<file path="src/rtl/uart_loader_pkg.sv">
// Shared state encoding and protocol byte values for the UART instruction loader.
package uart_loader_pkg;

   typedef enum logic [2:0] {
      S_IDLE  = 3'd0,
      S_LEN   = 3'd1,
      S_DATA  = 3'd2,
      S_WRITE = 3'd3,
      S_ACK   = 3'd4,
      S_NAK   = 3'd5
   } state_t;

   localparam logic [7:0] CMD_LOAD = 8'h4C;
   localparam logic [7:0] CMD_RST  = 8'h52;
   localparam logic [7:0] ACK      = 8'h06;
   localparam logic [7:0] NAK      = 8'h15;

endpackage

</file>
<file path="src/rtl/uart_imem_loader_if.sv">
// UART FIFO, instruction memory and CPU control signals seen by the loader.
interface uart_imem_loader_if #(
   parameter int NB_INSTRUCTION  = 32,
   parameter int IMEM_ADDR_WIDTH = 8,
   parameter int NB_UART_DATA    = 9
);
   logic [NB_UART_DATA-1:0]    i_rx_data;
   logic                       i_rx_empty;
   logic                       o_rx_rd;
   logic                       i_tx_full;
   logic                       o_tx_wr;
   logic [NB_UART_DATA-1:0]    o_tx_wdata;
   logic                       o_tx_start;
   logic                       o_imem_we;
   logic [IMEM_ADDR_WIDTH-1:0] o_imem_addr;
   logic [NB_INSTRUCTION-1:0]  o_imem_wdata;
   logic                       o_cpu_en;
   logic                       o_cpu_rst;

   // Loader side
   modport master (
      input  i_rx_data, i_rx_empty, i_tx_full,
      output o_rx_rd, o_tx_wr, o_tx_wdata, o_tx_start,
             o_imem_we, o_imem_addr, o_imem_wdata, o_cpu_en, o_cpu_rst
   );

   // FIFO / memory / CPU side
   modport slave (
      output i_rx_data, i_rx_empty, i_tx_full,
      input  o_rx_rd, o_tx_wr, o_tx_wdata, o_tx_start,
             o_imem_we, o_imem_addr, o_imem_wdata, o_cpu_en, o_cpu_rst
   );
endinterface

</file>
<file path="src/rtl/loader_word_asm.sv">
// Little-endian byte-to-word packer: first byte lands in [7:0], fourth in [31:24].
module loader_word_asm #(
   parameter int NB_INSTRUCTION = 32
) (
   input  logic                      clk,
   input  logic                      rst,
   input  logic                      clr,
   input  logic                      vld,
   input  logic [7:0]                din,
   output logic [NB_INSTRUCTION-1:0] word,
   output logic                      done
);
   logic [1:0]                byte_cnt;
   logic [NB_INSTRUCTION-1:0] shreg;

   // New byte shifts in from the top, so after four bytes the first sits at the bottom.
   assign word = {din, shreg[NB_INSTRUCTION-1:8]};
   assign done = vld && (byte_cnt == 2'd3);

   // Byte position and partial word; cleared on reset or at the start of a load.
   always_ff @(posedge clk) begin
      if (rst || clr) begin
         byte_cnt <= '0;
         shreg    <= '0;
      end else if (vld) begin
         byte_cnt <= byte_cnt + 2'd1;
         shreg    <= word;
      end
   end
endmodule

</file>
<file path="src/rtl/uart_imem_loader.sv">
// Receives 'L' <count> <words...> over UART and writes them into instruction memory;
// 'R' pulses the CPU reset. Every command is answered with ACK or NAK on TX.
module uart_imem_loader
   import uart_loader_pkg::*;
#(
   parameter int NB_INSTRUCTION  = 32,
   parameter int IMEM_ADDR_WIDTH = 8,
   parameter int NB_UART_DATA    = 9
) (
   input logic                clk,
   input logic                i_rst,
   uart_imem_loader_if.master bus
);
   state_t                     state, state_nx;
   logic [IMEM_ADDR_WIDTH-1:0] addr;
   logic [IMEM_ADDR_WIDTH:0]   words_left;
   logic [NB_INSTRUCTION-1:0]  wdata;
   logic                       cpu_en, cpu_rst, tx_start;
   logic                       rx_rd, tx_wr, asm_vld, asm_clr, word_done;
   logic [7:0]                 rx_byte, tx_byte;
   logic [NB_INSTRUCTION-1:0]  asm_word;
   logic                       unused_rx_hi;

   assign rx_byte      = bus.i_rx_data[7:0];
   assign unused_rx_hi = ^bus.i_rx_data[NB_UART_DATA-1:8];

   // Pop whenever a byte is available in the receiving states.
   assign rx_rd   = !i_rst && !bus.i_rx_empty &&
                    (state == S_IDLE || state == S_LEN || state == S_DATA);
   assign asm_vld = rx_rd && (state == S_DATA);
   assign asm_clr = (state == S_LEN);

   loader_word_asm #(.NB_INSTRUCTION(NB_INSTRUCTION)) u_word_asm (
      .clk  (clk),
      .rst  (i_rst),
      .clr  (asm_clr),
      .vld  (asm_vld),
      .din  (rx_byte),
      .word (asm_word),
      .done (word_done)
   );

   // Next-state decode and TX response.
   always_comb begin
      state_nx = state;
      tx_wr    = 1'b0;
      tx_byte  = 8'h00;
      unique case (state)
         S_IDLE: if (rx_rd) begin
            if (rx_byte == CMD_LOAD)     state_nx = S_LEN;
            else if (rx_byte == CMD_RST) state_nx = S_ACK;
            else                         state_nx = S_NAK;
         end
         S_LEN:   if (rx_rd) state_nx = S_DATA;
         S_DATA:  if (word_done) state_nx = S_WRITE;
         S_WRITE: state_nx = (words_left == (IMEM_ADDR_WIDTH+1)'(1)) ? S_ACK : S_DATA;
         S_ACK, S_NAK: begin
            tx_byte = (state == S_ACK) ? ACK : NAK;
            if (!bus.i_tx_full) begin
               tx_wr    = 1'b1;
               state_nx = S_IDLE;
            end
         end
         default: state_nx = S_IDLE;
      endcase
      if (i_rst) begin
         tx_wr   = 1'b0;
         tx_byte = 8'h00;
      end
   end

   // State register.
   always_ff @(posedge clk) begin
      if (i_rst) state <= S_IDLE;
      else       state <= state_nx;
   end

   // Address, word count, write data and CPU control registers.
   always_ff @(posedge clk) begin
      if (i_rst) begin
         addr       <= '0;
         words_left <= '0;
         wdata      <= '0;
         cpu_en     <= 1'b1;
         cpu_rst    <= 1'b0;
         tx_start   <= 1'b0;
      end else begin
         tx_start <= tx_wr;
         cpu_rst  <= rx_rd && (state == S_IDLE) && (rx_byte == CMD_RST);
         if (rx_rd && (state == S_IDLE) && (rx_byte == CMD_LOAD)) cpu_en <= 1'b0;
         if (tx_wr) cpu_en <= 1'b1;
         if (rx_rd && (state == S_LEN)) begin
            // A count of zero means a full memory image.
            words_left <= (rx_byte == 8'h00) ? {1'b1, {IMEM_ADDR_WIDTH{1'b0}}}
                                             : (IMEM_ADDR_WIDTH+1)'(rx_byte);
            addr       <= '0;
         end
         if (word_done) wdata <= asm_word;
         if (state == S_WRITE) begin
            addr       <= addr + 1'b1;
            words_left <= words_left - 1'b1;
         end
      end
   end

   assign bus.o_rx_rd      = rx_rd;
   assign bus.o_tx_wr      = tx_wr;
   assign bus.o_tx_wdata   = {{(NB_UART_DATA-8){1'b0}}, tx_byte};
   assign bus.o_tx_start   = tx_start;
   assign bus.o_imem_we    = !i_rst && (state == S_WRITE);
   assign bus.o_imem_addr  = addr;
   assign bus.o_imem_wdata = wdata;
   assign bus.o_cpu_en     = cpu_en;
   assign bus.o_cpu_rst    = cpu_rst;
endmodule

</file>
<file path="src/flat_wrapper.sv">
// flat-port wrapper written by rule: the top's interface ports become plain ports
module uart_imem_loader_flat import uart_loader_pkg::*;
#(
   parameter int NB_INSTRUCTION  = 32,
   parameter int IMEM_ADDR_WIDTH = 8,
   parameter int NB_UART_DATA    = 9
)
  (clk, i_rst, bus_i_rx_data, bus_i_rx_empty, bus_i_tx_full, bus_o_rx_rd, bus_o_tx_wr, bus_o_tx_wdata, bus_o_tx_start, bus_o_imem_we, bus_o_imem_addr, bus_o_imem_wdata, bus_o_cpu_en, bus_o_cpu_rst);
  uart_imem_loader_if #(.NB_INSTRUCTION(NB_INSTRUCTION), .IMEM_ADDR_WIDTH(IMEM_ADDR_WIDTH), .NB_UART_DATA(NB_UART_DATA)) bus_i ();
  input logic clk;
  input logic i_rst;
  input wire logic [$bits(bus_i.i_rx_data)-1:0] bus_i_rx_data;
  input wire logic [$bits(bus_i.i_rx_empty)-1:0] bus_i_rx_empty;
  input wire logic [$bits(bus_i.i_tx_full)-1:0] bus_i_tx_full;
  output wire logic [$bits(bus_i.o_rx_rd)-1:0] bus_o_rx_rd;
  output wire logic [$bits(bus_i.o_tx_wr)-1:0] bus_o_tx_wr;
  output wire logic [$bits(bus_i.o_tx_wdata)-1:0] bus_o_tx_wdata;
  output wire logic [$bits(bus_i.o_tx_start)-1:0] bus_o_tx_start;
  output wire logic [$bits(bus_i.o_imem_we)-1:0] bus_o_imem_we;
  output wire logic [$bits(bus_i.o_imem_addr)-1:0] bus_o_imem_addr;
  output wire logic [$bits(bus_i.o_imem_wdata)-1:0] bus_o_imem_wdata;
  output wire logic [$bits(bus_i.o_cpu_en)-1:0] bus_o_cpu_en;
  output wire logic [$bits(bus_i.o_cpu_rst)-1:0] bus_o_cpu_rst;
  assign bus_i.i_rx_data = bus_i_rx_data;
  assign bus_i.i_rx_empty = bus_i_rx_empty;
  assign bus_i.i_tx_full = bus_i_tx_full;
  assign bus_o_rx_rd = bus_i.o_rx_rd;
  assign bus_o_tx_wr = bus_i.o_tx_wr;
  assign bus_o_tx_wdata = bus_i.o_tx_wdata;
  assign bus_o_tx_start = bus_i.o_tx_start;
  assign bus_o_imem_we = bus_i.o_imem_we;
  assign bus_o_imem_addr = bus_i.o_imem_addr;
  assign bus_o_imem_wdata = bus_i.o_imem_wdata;
  assign bus_o_cpu_en = bus_i.o_cpu_en;
  assign bus_o_cpu_rst = bus_i.o_cpu_rst;
  uart_imem_loader #(.NB_INSTRUCTION(NB_INSTRUCTION), .IMEM_ADDR_WIDTH(IMEM_ADDR_WIDTH), .NB_UART_DATA(NB_UART_DATA)) u_core (.clk(clk), .i_rst(i_rst), .bus(bus_i));
endmodule
</file>
<file path="config.mk">
export PLATFORM = sky130hd
export DESIGN_NAME = uart_imem_loader_flat
export DESIGN_NICKNAME = d
export VERILOG_FILES = /design/src/rtl/uart_loader_pkg.sv /design/src/rtl/uart_imem_loader_if.sv /design/src/rtl/loader_word_asm.sv /design/src/rtl/uart_imem_loader.sv /design/src/flat_wrapper.sv
export SDC_FILE = /design/constraint.sdc
export NUM_CORES = 1
export LEC_CHECK = 0
export CAP_MARGIN = 10
export CELL_PAD_IN_SITES_DETAIL_PLACEMENT = 2
export CELL_PAD_IN_SITES_GLOBAL_PLACEMENT = 2
export CORE_MARGIN = 4
export CORE_UTILIZATION = 32
export CTS_CLUSTER_DIAMETER = 150
export CTS_CLUSTER_SIZE = 14
export DETAILED_ROUTE_END_ITERATION = 12
export HOLD_SLACK_MARGIN = 0.06
export PLACE_DENSITY_LB_ADDON = 0.1
export SYNTH_ARGS = -nofsm -noshare
export SYNTH_HDL_FRONTEND = slang
export SYNTH_HIERARCHICAL = 1
export SYNTH_SLANG_ARGS = --single-unit
</file>
<file path="constraint.sdc">
create_clock -name clk -period 3.2 [get_ports clk]
set_clock_uncertainty 0.1 [all_clocks]
set_input_delay 0.64 -clock clk [delete_from_list [all_inputs] [get_ports clk]]
set_output_delay 0.64 -clock clk [all_outputs]
set_load 0.02 [all_outputs]
</file>
-- Yosys cells after proc, flatten, opt, wreduce, memory -nomap -nowiden
Cells that the tools add are included.
- register bits: 89
- bits of input ports: 13
- eq/ne operators: 13
- mux-type cells: 19
- reduce and logical (&&, ||, !) cells: 20
- add/subtract/negate cells: 3
- operators with widths (cell ; number):
    8-bit 2-to-1 mux ; 4
    9-bit 2-to-1 mux ; 3
    3-bit 2-to-1 mux ; 6
    8-bit by 7-bit == test with 1-bit output (second input constant) ; 2
    3-bit case mux with 5 select lines ; 1
    9-bit by 1-bit == test with 1-bit output (second input constant) ; 1
    1-bit logical AND ; 9
    9-bit by 1-bit subtractor with 9-bit output (second input constant) ; 1
    8-bit by 1-bit adder with 8-bit output (second input constant) ; 1
    8-bit logical NOT ; 1
    3-bit by 2-bit == test with 1-bit output (second input constant) ; 2
    3-bit == test (second input constant) ; 2
    5-bit 2-to-1 mux ; 1
    1-bit 2-to-1 mux ; 4
    2-bit by 1-bit inequality test with 1-bit output (second input constant) ; 2
    2-bit inequality test (second input constant) ; 2
    4-bit AND reduction ; 1
    2-bit OR reduction ; 2
    3-bit by 1-bit == test with 1-bit output (second input constant) ; 1
    3-bit logical NOT ; 1
    1-bit logical OR ; 3
    2-bit by 1-bit adder with 2-bit output (second input constant) ; 1
    2-bit == test (second input constant) ; 1
    1-bit logical NOT ; 2
    2-bit nonzero test ; 1

-- Logic depth before layout (Yosys ltp)
Gate-level depths: netlist of run 1.
- depth after elaboration: 8
- gate-level depth with buffers: 11

-- Hierarchy
Netlist of run 1, hierarchy kept.
- modules (own cells, without submodules) (module ; area an instance (µm²) ; cells an instance ; times used):
    uart_imem_loader ; 2456.1 ; 269 ; 1
    loader_word_asm ; 1039.7 ; 95 ; 1

-- Worst setup path after synthesis of run 1
OpenSTA, ideal clock, no wires.
- kind: input port to flip-flop
- start: input i_rst
- end: register u_core.wdata[2], in the netlist u_core/bus.o_imem_wdata[2]
- stages: 10
- path buffers: 5
- library setup time: 0.128 ns
- data arrival time: 2.539 ns
- setup slack: 0.433 ns
- cells stage by stage: or3_1 > buf_2 > nor3_1 > buf_6 > buf_6 > and2_1 > clkbuf_1 > buf_2 > mux2i_1 > nor2_1
- cells in the longest elaborated chain, start to end: 5
- ends and longest elaborated chain (what ; line ; RTL):
    start: declaration ; flat_wrapper.sv:11 ; input logic i_rst;
    1-bit logical NOT ; uart_imem_loader.sv:28 ; assign rx_rd = !i_rst && !bus.i_rx_empty &&
    1-bit logical AND (2 in a row) ; uart_imem_loader.sv:28 ;
    1-bit logical AND ; uart_imem_loader.sv:30 ; assign asm_vld = rx_rd && (state == S_DATA);
    net u_core.asm_vld ; uart_imem_loader.sv:19 ; logic rx_rd, tx_wr, asm_vld, asm_clr, word_done;
    1-bit logical AND ; loader_word_asm.sv:18 ; assign done = vld && (byte_cnt == 2'd3);
    net u_core.word_done ; uart_imem_loader.sv:19 ;
    end signal: assignment ; uart_imem_loader.sv:98 ; if (word_done) wdata <= asm_word;
    end: declaration ; uart_imem_loader.sv:17 ; logic [NB_INSTRUCTION-1:0] wdata;
The timed path passes the listed nets, and every way through them passes these cells.
A chain may end at the register's enable or synchronous reset.

-- Worst setup path after layout of run 1
- start: input bus_i_rx_empty
- end: output bus_o_rx_rd
- cells in the longest elaborated chain, start to end: 3
- ends and longest elaborated chain (what ; line ; RTL):
    start: declaration ; flat_wrapper.sv:13 ; input wire logic [$bits(bus_i.i_rx_empty)-1:0] bus_i_rx_empty;
    1-bit logical NOT ; uart_imem_loader.sv:28 ;
    1-bit logical AND (2 in a row) ; uart_imem_loader.sv:28 ;
    end: declaration ; flat_wrapper.sv:15 ; output wire logic [$bits(bus_i.o_rx_rd)-1:0] bus_o_rx_rd;
No other way between the ends.

==> summary.txt, run 1 <==
CTS tree: done
Yosys warning total: 6
Largest net degree at the start of global routing: 40
GRT Overall Usage: 0.155
Distinct cells, synth: 52
Initial antenna violation count: 0
Cts hold-fix bufs: 0
Worst min path class: flip-flop to flip-flop
Worst Path Class, Setup: input pin to output pin
Vias/cell: 4.99
Post-CTS Setup Bufs: 0
Critical path startpoint category: input pin
CP Data Required Time: 2460 ps
Layout area overhead: 22.9%
Initial core utilization: 0.334
Synth Area per Inst: 9.60 sq um
Post-CTS sizing: 0
Pint: 1420 uW
Vias in the first global route: 2981
Routability Congestion: 0.755
Die height: 113 um
Dpl cells: 537
Final Hold Viols: 0
Nets: 429
Logic pwr share: 0.139
Final HPWL from detailed placement: 6420 um
End-of-flow core utilization: 0.411
Fin. max-slew vios: 0
Clock network power share: 0.342
FMAX: 0.336 GHz
Clock Path Buffers: 2
Setup TNS: 0 ps
Most frequent cells in the layout: dfxtp_1 (81), nor2_1 (74), clkdlybuf4s50_1 (60), mux2i_1 (58), a21oi_1 (13)
Net Sw Power: 612 uW
LEAKAGE: 0.00142 uW
First-pass GRT wire length: 15900 um
Post-Layout Cell Count: 553
Clock Pin Slew Worst Setup and Hold Paths: 90 ps
Max_cap viols: 0
Share of power burned in registers: 0.519
Commonest non-fill, non-tap cell in the layout: dfxtp_1
Clk_lat worst skew: 350 ps
Minimum clock period: 2970 ps
Gr ovfl total: 0
Top FF cell, synth: dfxtp_1
Final setup vio count: 0
IO Pins: 68
Power per Cell Area: 474 nW/um^2
RSZ-0062 raised after global routing: false
DRC errors left: 0
Total number of vias: 2761
Die ar.: 12700 sq um
H-tree depth: 3
Post-Synthesis Cells: 364
Crit. End Element: output pin
Peak VDD IR: 0.000153 V
Drt pass-1 iters: 6
DR WL/cell: 16.9 um
Initial detailed-routing violation count: 57
Rows: 37
Critical path arrival: 2230 ps
Clock root buffer: clkbuf_8
Die X: 113 um
Layout cell share with drive strength beyond 1: 0.0911
Status: finished, final reports clean
Post-synthesis sequential area ratio: 0.464
I/O Buffers: 61
CP Max Fanout: 4
ANT cells: 0
Post-synth EDFFs: 0
Core region area: 10500 sq um
Sw Ratio: 0.301
CTS Sinks: 81
Slew HR: 0.617
DRT antenna net count: 0
DRT Wirelength: 9330 um
Asr flop ratio synth: 0
Final Cycle Share: 0.929
Least-Margin Pin Slew: 574 ps
Register bit total from synthesis: 81
Netlist Area Pre-Place: 3500 sq um
Number of buffers created by CTS: 9
-- critical path: stages --
cell and delay, ps:
clkdlybuf4s50_1 470, or3_1 350, a21oi_1 140, clkdlybuf4s50_1 630
-- layout make-up --
cell class / instances / area [sq um]
Clock buffer: 9 / 124
Clock inverter: 7 / 53.8
Fill cell: 1165 / 6170
Inverter: 5 / 18.8
Multi-Input combinational cell: 245 / 1620
Sequential cell: 81 / 1620
Tap cell: 136 / 170
Timing Repair Buffer: 70 / 686
-- synth_stat cells, types with 3 or more instances --
cell,n,area [sq um]
nor2_1,74,278
nand4_1,6,37.5
a31oi_1,4,25.0
nand2_1,9,33.8
nor3_1,10,50.1
ha_1,4,50.1
nand3_1,7,35.0
a21oi_1,13,65.1
buf_1,3,11.3
clkbuf_1,7,26.3
or3_1,4,25.0
dfxtp_1,81,1620
inv_1,5,18.8
nor4_1,3,18.8
buf_4,15,113
or2_1,3,18.8
buf_2,6,30.0
nand2b_1,4,25.0
mux2i_1,58,581
buf_6,4,45.0
o211ai_1,3,22.5
o21ai_0,4,20.0
-- metrics by stage --
stage                     setup slack [ps]  hold slack, ps  power, uW  instance area [sq um]
after CTS                              216             381       2080                   4300
final                                  226             369       2040                   4300
after floorplan                        433             360       1290                   3510
after detailed placement               221             369       1360                   4120
after global placement                 244             350       1360                   4120
after global routing                   173             417       2160                   4300
-- cell families (layout without fill, tap and decap cells) --
kind of cell / count (synthesis) / count (layout) / share of synthesized area
AOI/OAI and AO/OA: 40 / 40 / 0.0827
xor gates and xnor gates: 2 / 2 / 0.00501
adders and majority gates: 4 / 4 / 0.0143
buffers and inverters: 42 / 91 / 0.0784
DFF: 81 / 81 / 0.464
muxes: 59 / 59 / 0.169
other: 1 / 5 / 0.00107
and+or+nand+nor: 135 / 135 / 0.185
-- flip-flops by register name, indices dropped and copies added, names as in the netlist --
name and cells:
u_core/bus.o_imem_wdata 32, u_core/u_word_asm/shreg 24, u_core/words_left 9, u_core/bus.o_imem_addr 8
u_core/state 3, u_core/u_word_asm/byte_cnt 2, u_core/bus.o_cpu_en 1, u_core/bus.o_cpu_rst 1
u_core/bus.o_tx_start 1
-- final timing paths --
path              depth (start not counted)                        startpoint  slack, ps                                 endpoint
setup / recovery                          4                    bus_i_rx_empty        230                              bus_o_rx_rd
hold / removal                            2  u_core/bus.o_cpu_en$_SDFFE_PP1P_        370         u_core/bus.o_cpu_en$_SDFFE_PP1P_
setup reg to reg                          7      u_core/state[2]$_SDFFE_PP0P_        840  u_core/bus.o_imem_wdata[5]$_SDFFE_PP0P_
hold reg to reg                           2  u_core/bus.o_cpu_en$_SDFFE_PP1P_        370         u_core/bus.o_cpu_en$_SDFFE_PP1P_
-- per-layer routing --
layer	part of all wire	global-route usage	vias to the layer above
met5	0	0	-
li1	-	-	1344
met4	0.011	0.0553	0
met3	0.042	0.0340	6
met2	0.47	0.254	52
met1	0.47	0.201	1359
-- power groups by stage --
stage	registers [uW]	logic, uW	clock network [uW]
2_1_floorplan	1070	228	0
4_1_cts	1060	288	731
5_1_grt	1060	317	780
6_report	1060	283	696
3_5_place_dp	1080	285	0
3_3_place_gp	1080	280	0
Power figures use the tool's default switching activity.
==> run 2, diff against run 1 <==
--- a/config.mk
+++ b/config.mk
@@ -6,7 +6,7 @@
 export NUM_CORES = 1
 export LEC_CHECK = 0
 export CAP_MARGIN = 10
-export CELL_PAD_IN_SITES_DETAIL_PLACEMENT = 2
+export CELL_PAD_IN_SITES_DETAIL_PLACEMENT = 1
 export CELL_PAD_IN_SITES_GLOBAL_PLACEMENT = 2
 export CORE_MARGIN = 4
 export CORE_UTILIZATION = 32
==> summary.txt, run 2 (synthesized netlist as in run 1, its figures left out) <==
Buf+Inv Stages, Crit Path: 2 (unchanged)
Drt pass-1 iters: 4 (-2)
DRT Wirelength: 8630 um (-7.5%)
Clock Pin Slew Worst Setup and Hold Paths: 90 ps (about the same)
Power per Cell Area: 489 nW/um^2 (+3.1%)
Clk_lat worst skew: 350 ps (about the same)
Total number of vias: 2724 (-1.3%)
Final setup vio count: 0 (unchanged)
Final HPWL from detailed placement: 6010 um (-6.4%)
Worst Path Class, Setup: input pin to output pin
Final Hold Viols: 0 (unchanged)
Worst min path class: flip-flop to flip-flop
Met1 Usage GRT: 0.186 (-0.0156)
Critical Path, Cell by Cell: clkdlybuf4s50_1, or3_1, a21oi_1, clkdlybuf4s50_1
Worst path max stage delay: 620 ps (about the same)
Minimum clock period: 2940 ps (-31.6 ps)
Vias in the first global route: 2836 (-4.9%)
GRT Overall Usage: 0.143 (-0.0119)
Setup TNS: 0 ps (unchanged)
CTS tree: done
Met2 Use GR: 0.230 (-0.0238)
Area of the multi-input gates: 1620 sq um (unchanged)
Core region area: 10500 sq um (unchanged)
Slew HR: 0.614 (-0.00255)
DRC errors left: 0 (unchanged)
Cts hold-fix bufs: 0 (unchanged)
CTS Sinks: 81 (unchanged)
Most frequent cells in the layout: dfxtp_1 (81), nor2_1 (74), clkdlybuf4s50_1 (60), mux2i_1 (58), a21oi_1 (13)
DR WL/cell: 15.6 um (-7.5%)
ANT cells: 0 (unchanged)
Number of buffers created by CTS: 9 (unchanged)
Gr ovfl total: 0 (unchanged)
Status: finished, final reports clean
First-pass GRT wire length: 14700 um (-7.4%)
Post-CTS sizing: 0 (unchanged)
Layout cell share with drive strength beyond 1: 0.0911 (unchanged)
Initial detailed-routing violation count: 80 (+40%)
Vias/cell: 4.93 (-1.3%)
Place WS: 252 ps (+31.5 ps)
Fin. max-slew vios: 0 (unchanged)
Filler instances: 1193 (+2.4%)
Max_cap viols: 0 (unchanged)
Peak VDD IR: 0.000199 V (+31%)
Post-CTS Setup Bufs: 0 (unchanged)
RSZ-0062 raised after global routing: false
CP max stage cell: clkdlybuf4s50_1
IO Pins: 68 (unchanged)
Die ar.: 12700 sq um (unchanged)
I/O Buffers: 61 (unchanged)
DRT antenna net count: 0 (unchanged)
Cell mode on critical path: clkdlybuf4s50_1
Least-Margin Pin Slew: 578 ps (+3.83 ps)
Crit. End Element: output pin
End-of-flow core utilization: 0.413 (+0.00239)
Die X: 113 um (unchanged)
Clock Path Buffers: 2 (unchanged)
LEAKAGE: 0.00143 uW (+0.72%)
Largest net degree at the start of global routing: 40 (unchanged)
FMAX: 0.340 GHz (+1.1%)
GRT Max-Usage Layer: met2
Setup ws final: 257 ps (+31.6 ps)
H-tree depth: 3 (unchanged)
Layout area overhead: 23.6%
Met3 global-route usage: 0.0410 (+0.00701)
Clock root buffer: clkbuf_8
Final Cycle Share: 0.920 (-0.00988)
Largest register FFs: 32 (unchanged)
Critical path arrival: 2200 ps (-30 ps)
Critical path startpoint category: input pin
Routability Congestion: 0.755 (unchanged)
Nets: 429 (unchanged)
Reg area: 1620 sq um (unchanged)
Die height: 113 um (unchanged)
CP Data Required Time: 2460 ps (about the same)
CP Max Fanout: 4 (unchanged)
Initial antenna violation count: 0 (unchanged)
Initial core utilization: 0.334 (unchanged)
CP top delay family: buffers and inverters
Rows: 37 (unchanged)
Commonest non-fill, non-tap cell in the layout: dfxtp_1
-- run 2: cell types whose count changed in the layout (fill, tap and decap cells not counted), sizes merged --
| cell | delta |
|---|---|
| bufinv | +1 |
| clkinv | -1 |
-- run 2: power breakdown --
part	total, uW	leakage (uW)	switching, uW	internal [uW]
logic	279	0.000678	174	105
registers	1060	0.000653	26.6	1030
clock network	777	0.0000977	408	369
total	2110	0.00143	608	1500
-- run 2: final timing paths --
path                                                        from                                 endpoint  slack, ps  cells after the start
worst min-delay path            u_core/bus.o_cpu_en$_SDFFE_PP1P_         u_core/bus.o_cpu_en$_SDFFE_PP1P_        370                      2
worst max register to register      u_core/state[2]$_SDFFE_PP0P_  u_core/bus.o_imem_wdata[5]$_SDFFE_PP0P_        950                      7
worst min register to register  u_core/bus.o_cpu_en$_SDFFE_PP1P_         u_core/bus.o_cpu_en$_SDFFE_PP1P_        370                      2
worst max-delay path                              bus_i_rx_empty                              bus_o_rx_rd        260                      4
-- run 2: area by class of cell --
cell class | count | share of cell area
sequential | 81 | 0.375
multi-input combinational | 245 | 0.375
timing repair buffer | 70 | 0.159
tap | 136 | 0.0394
clock buffer | 9 | 0.0287
clock inverter | 7 | 0.0182
inverter | 5 | 0.00434
-- run 2: worst register-to-register path, cell delays in order, from the launching register on --
cell and delay, ps:
dfxtp_1 460, or3_1 450, buf_4 180, nor3_2 130
and2_2 210, buf_4 320, mux2i_1 230, nor2_1 50
-- run 2: per-stage QoR --
step                      std cells  area (sq um)  hold WS [ps]  power (uW)
after floorplan                 368          3510           360        1290
after global placement          537          4120           350        1360
after detailed placement        537          4120           356        1360
after CTS                       553          4320           369        2150
after global routing            553          4320           388        2220
final                           553          4320           366        2110
-- run 2: per-layer routing --
layer	share of wire	routed length (um)
met1	0.48	4170
met5	0	0
met3	0.052	448
met2	0.45	3900
met4	0.013	112
==> run 3, diff against run 2 <==
--- a/config.mk
+++ b/config.mk
@@ -9,12 +9,13 @@
 export CELL_PAD_IN_SITES_DETAIL_PLACEMENT = 1
 export CELL_PAD_IN_SITES_GLOBAL_PLACEMENT = 2
 export CORE_MARGIN = 4
-export CORE_UTILIZATION = 32
+export CORE_UTILIZATION = 34
 export CTS_CLUSTER_DIAMETER = 150
 export CTS_CLUSTER_SIZE = 14
 export DETAILED_ROUTE_END_ITERATION = 12
 export HOLD_SLACK_MARGIN = 0.06
 export PLACE_DENSITY_LB_ADDON = 0.1
+export SLEW_MARGIN = 20
 export SYNTH_ARGS = -nofsm -noshare
 export SYNTH_HDL_FRONTEND = slang
 export SYNTH_HIERARCHICAL = 1
==> constraint.sdc (replaced) <==
create_clock -name clk -period 3.44 [get_ports clk]
set_clock_uncertainty 0.1 [all_clocks]
set_input_delay 0.688 -clock clk [delete_from_list [all_inputs] [get_ports clk]]
set_output_delay 0.688 -clock clk [all_outputs]
set_load 0.02 [all_outputs]
==> summary.txt, run 3 (synthesized netlist as in run 1, its figures left out) <==
Critical path startpoint category: input pin
Core region area: 9910 sq um (-5.3%)
Slew HR: 0.627 (+0.0127)
Vias in the first global route: 2787 (-1.7%)
R2R depth: 9 (+2)
Initial detailed-routing violation count: 49 (-39%)
Max_cap viols: 0 (unchanged)
Worst Path Class, Setup: input pin to output pin
CTS Sinks: 81 (unchanged)
Number of buffers created by CTS: 9 (unchanged)
GRT Max-Usage Layer: met2
ANT cells: 0 (unchanged)
Final Cycle Share: 0.883
Total number of vias: 2730 (+0.22%)
Status: finished, final reports clean
Hold depth: 2 (unchanged)
Least-Margin Pin Slew: 559 ps (-19.0 ps)
Most frequent cells in the layout: dfxtp_1 (81), nor2_1 (74), clkdlybuf4s50_1 (60), mux2i_1 (58), a21oi_1 (13)
Rows: 36 (-2.7%)
Initial core utilization: 0.353 (+0.0186)
Power per Cell Area: 452 nW/um^2 (-7.6%)
Die X: 109 um (-2.8%)
Post-Layout Cell Count: 550 (-0.54%)
Largest net degree at the start of global routing: 33 (-18%)
IO Pins: 68 (unchanged)
Layout area overhead: 22.9%
Met2 Use GR: 0.252 (+0.0215)
Crit. End Element: output pin
Routability Congestion: 0.724 (-4.2%)
Hold wc startpoint: u_core/bus.o_cpu_en$_SDFFE_PP1P_
Initial antenna violation count: 0 (unchanged)
Fin. max-slew vios: 0 (unchanged)
Peak VDD IR: 0.000203 V (+1.7%)
CP Data Required Time: 2650 ps (+190 ps)
End-of-flow core utilization: 0.433 (+0.0205)
Post-CTS Setup Bufs: 0 (unchanged)
Clock Path Buffers: 2 (unchanged)
Minimum clock period: 3040 ps
I/O Buffers: 61 (unchanged)
Nets: 429 (unchanged)
Setup ws final: 401 ps (+144 ps)
Vias/cell: 4.96 (+0.77%)
Worst Hold Path EP: u_core/bus.o_cpu_en$_SDFFE_PP1P_
Met3 global-route usage: 0.0417 (+0.000721)
H-tree depth: 3 (unchanged)
Clock root buffer: clkbuf_8
Largest register FFs: 32 (unchanged)
Met1 Usage GRT: 0.196 (+0.00991)
DRC errors left: 0 (unchanged)
Die ar.: 12000 sq um (-5.5%)
Final HPWL from detailed placement: 5930 um (-1.4%)
DR WL/cell: 15.7 um (+0.81%)
CP Max Fanout: 4 (unchanged)
Setup TNS: 0 ps (unchanged)
Worst min path class: flip-flop to flip-flop
Dpl cells: 534 (-0.56%)
Capture point of the worst reg-to-reg path: u_core/state[2]$_SDFFE_PP0P_
FMAX: 0.329 GHz
DRT Wirelength: 8660 um (+0.27%)
Clk_lat worst skew: 340 ps (about the same)
RSZ-0062 raised after global routing: false
Final setup vio count: 0 (unchanged)
Cts hold-fix bufs: 0 (unchanged)
Layout cell share with drive strength beyond 1: 0.0887 (-0.00240)
GRT Overall Usage: 0.152 (+0.00888)
Commonest non-fill, non-tap cell in the layout: dfxtp_1
CTS tree: done
Drt pass-1 iters: 4 (unchanged)
Critical path arrival: 2250 ps (+50 ps)
Place WS: 374 ps (+122 ps)
First-pass GRT wire length: 14200 um (-3.2%)
Final Hold Viols: 0 (unchanged)
Gr ovfl total: 0 (unchanged)
Reg2Reg Launch Point: u_core/state[2]$_SDFFE_PP0P_
Post-CTS sizing: 0 (unchanged)
Die height: 109 um (-2.8%)
LEAKAGE: 0.00143 uW (about the same)
Min Hold Slack: 362 ps (-4.17 ps)
DRT antenna net count: 0 (unchanged)
Reg-to-reg slack, setup: 1170 ps (+220 ps)
Clock Pin Slew Worst Setup and Hold Paths: 90 ps (about the same)
==> run 3: layer usage <==
layer | part of all wire | vias up
met2 | 0.47 | 47
met5 | 0 | -
met3 | 0.044 | 4
met4 | 0.0070 | 0
li1 | - | 1344
met1 | 0.48 | 1335
==> run 3: power breakdown <==
group	switching (uW)	total [uW]	internal [uW]
logic	162	260	98.1
clock network	358	699	340
registers	24.8	981	957
==> run 3: worst max path at each step <==
stage | start | endpoint | slack, ps | cells after the start
2_1_floorplan | i_rst | u_core/bus.o_imem_wdata[2]$_SDFFE_PP0P_ | 630 | 10
3_3_place_gp | bus_i_rx_empty | bus_o_rx_rd | 400 | 4
3_5_place_dp | bus_i_rx_empty | bus_o_rx_rd | 370 | 4
4_1_cts | bus_i_rx_empty | bus_o_rx_rd | 370 | 4
5_1_grt | bus_i_rx_empty | bus_o_rx_rd | 320 | 4
6_report | bus_i_rx_empty | bus_o_rx_rd | 400 | 4
==> run 3: stage by stage <==
step | total power, uW | area [sq um]
after CTS | 1970 | 4300
after global routing | 2050 | 4300
after global placement | 1260 | 4100
after floorplan | 1200 | 3510
final | 1940 | 4300
after detailed placement | 1270 | 4100
==> run 3: worst max-delay path, stage by stage <==
cell             delay, ps
clkdlybuf4s50_1        470
or3_1                  350
a21oi_1                130
clkdlybuf4s50_1        620
==> run 3: layout make-up <==
class / instances / area [sq um]
Sequential cell: 81 / 1620
Tap cell: 133 / 166
Clock buffer: 10 / 128
Timing Repair Buffer: 70 / 673
Clock inverter: 6 / 66.3
Fill cell: 1166 / 5610
Inverter: 5 / 18.8
Multi-Input combinational cell: 245 / 1620
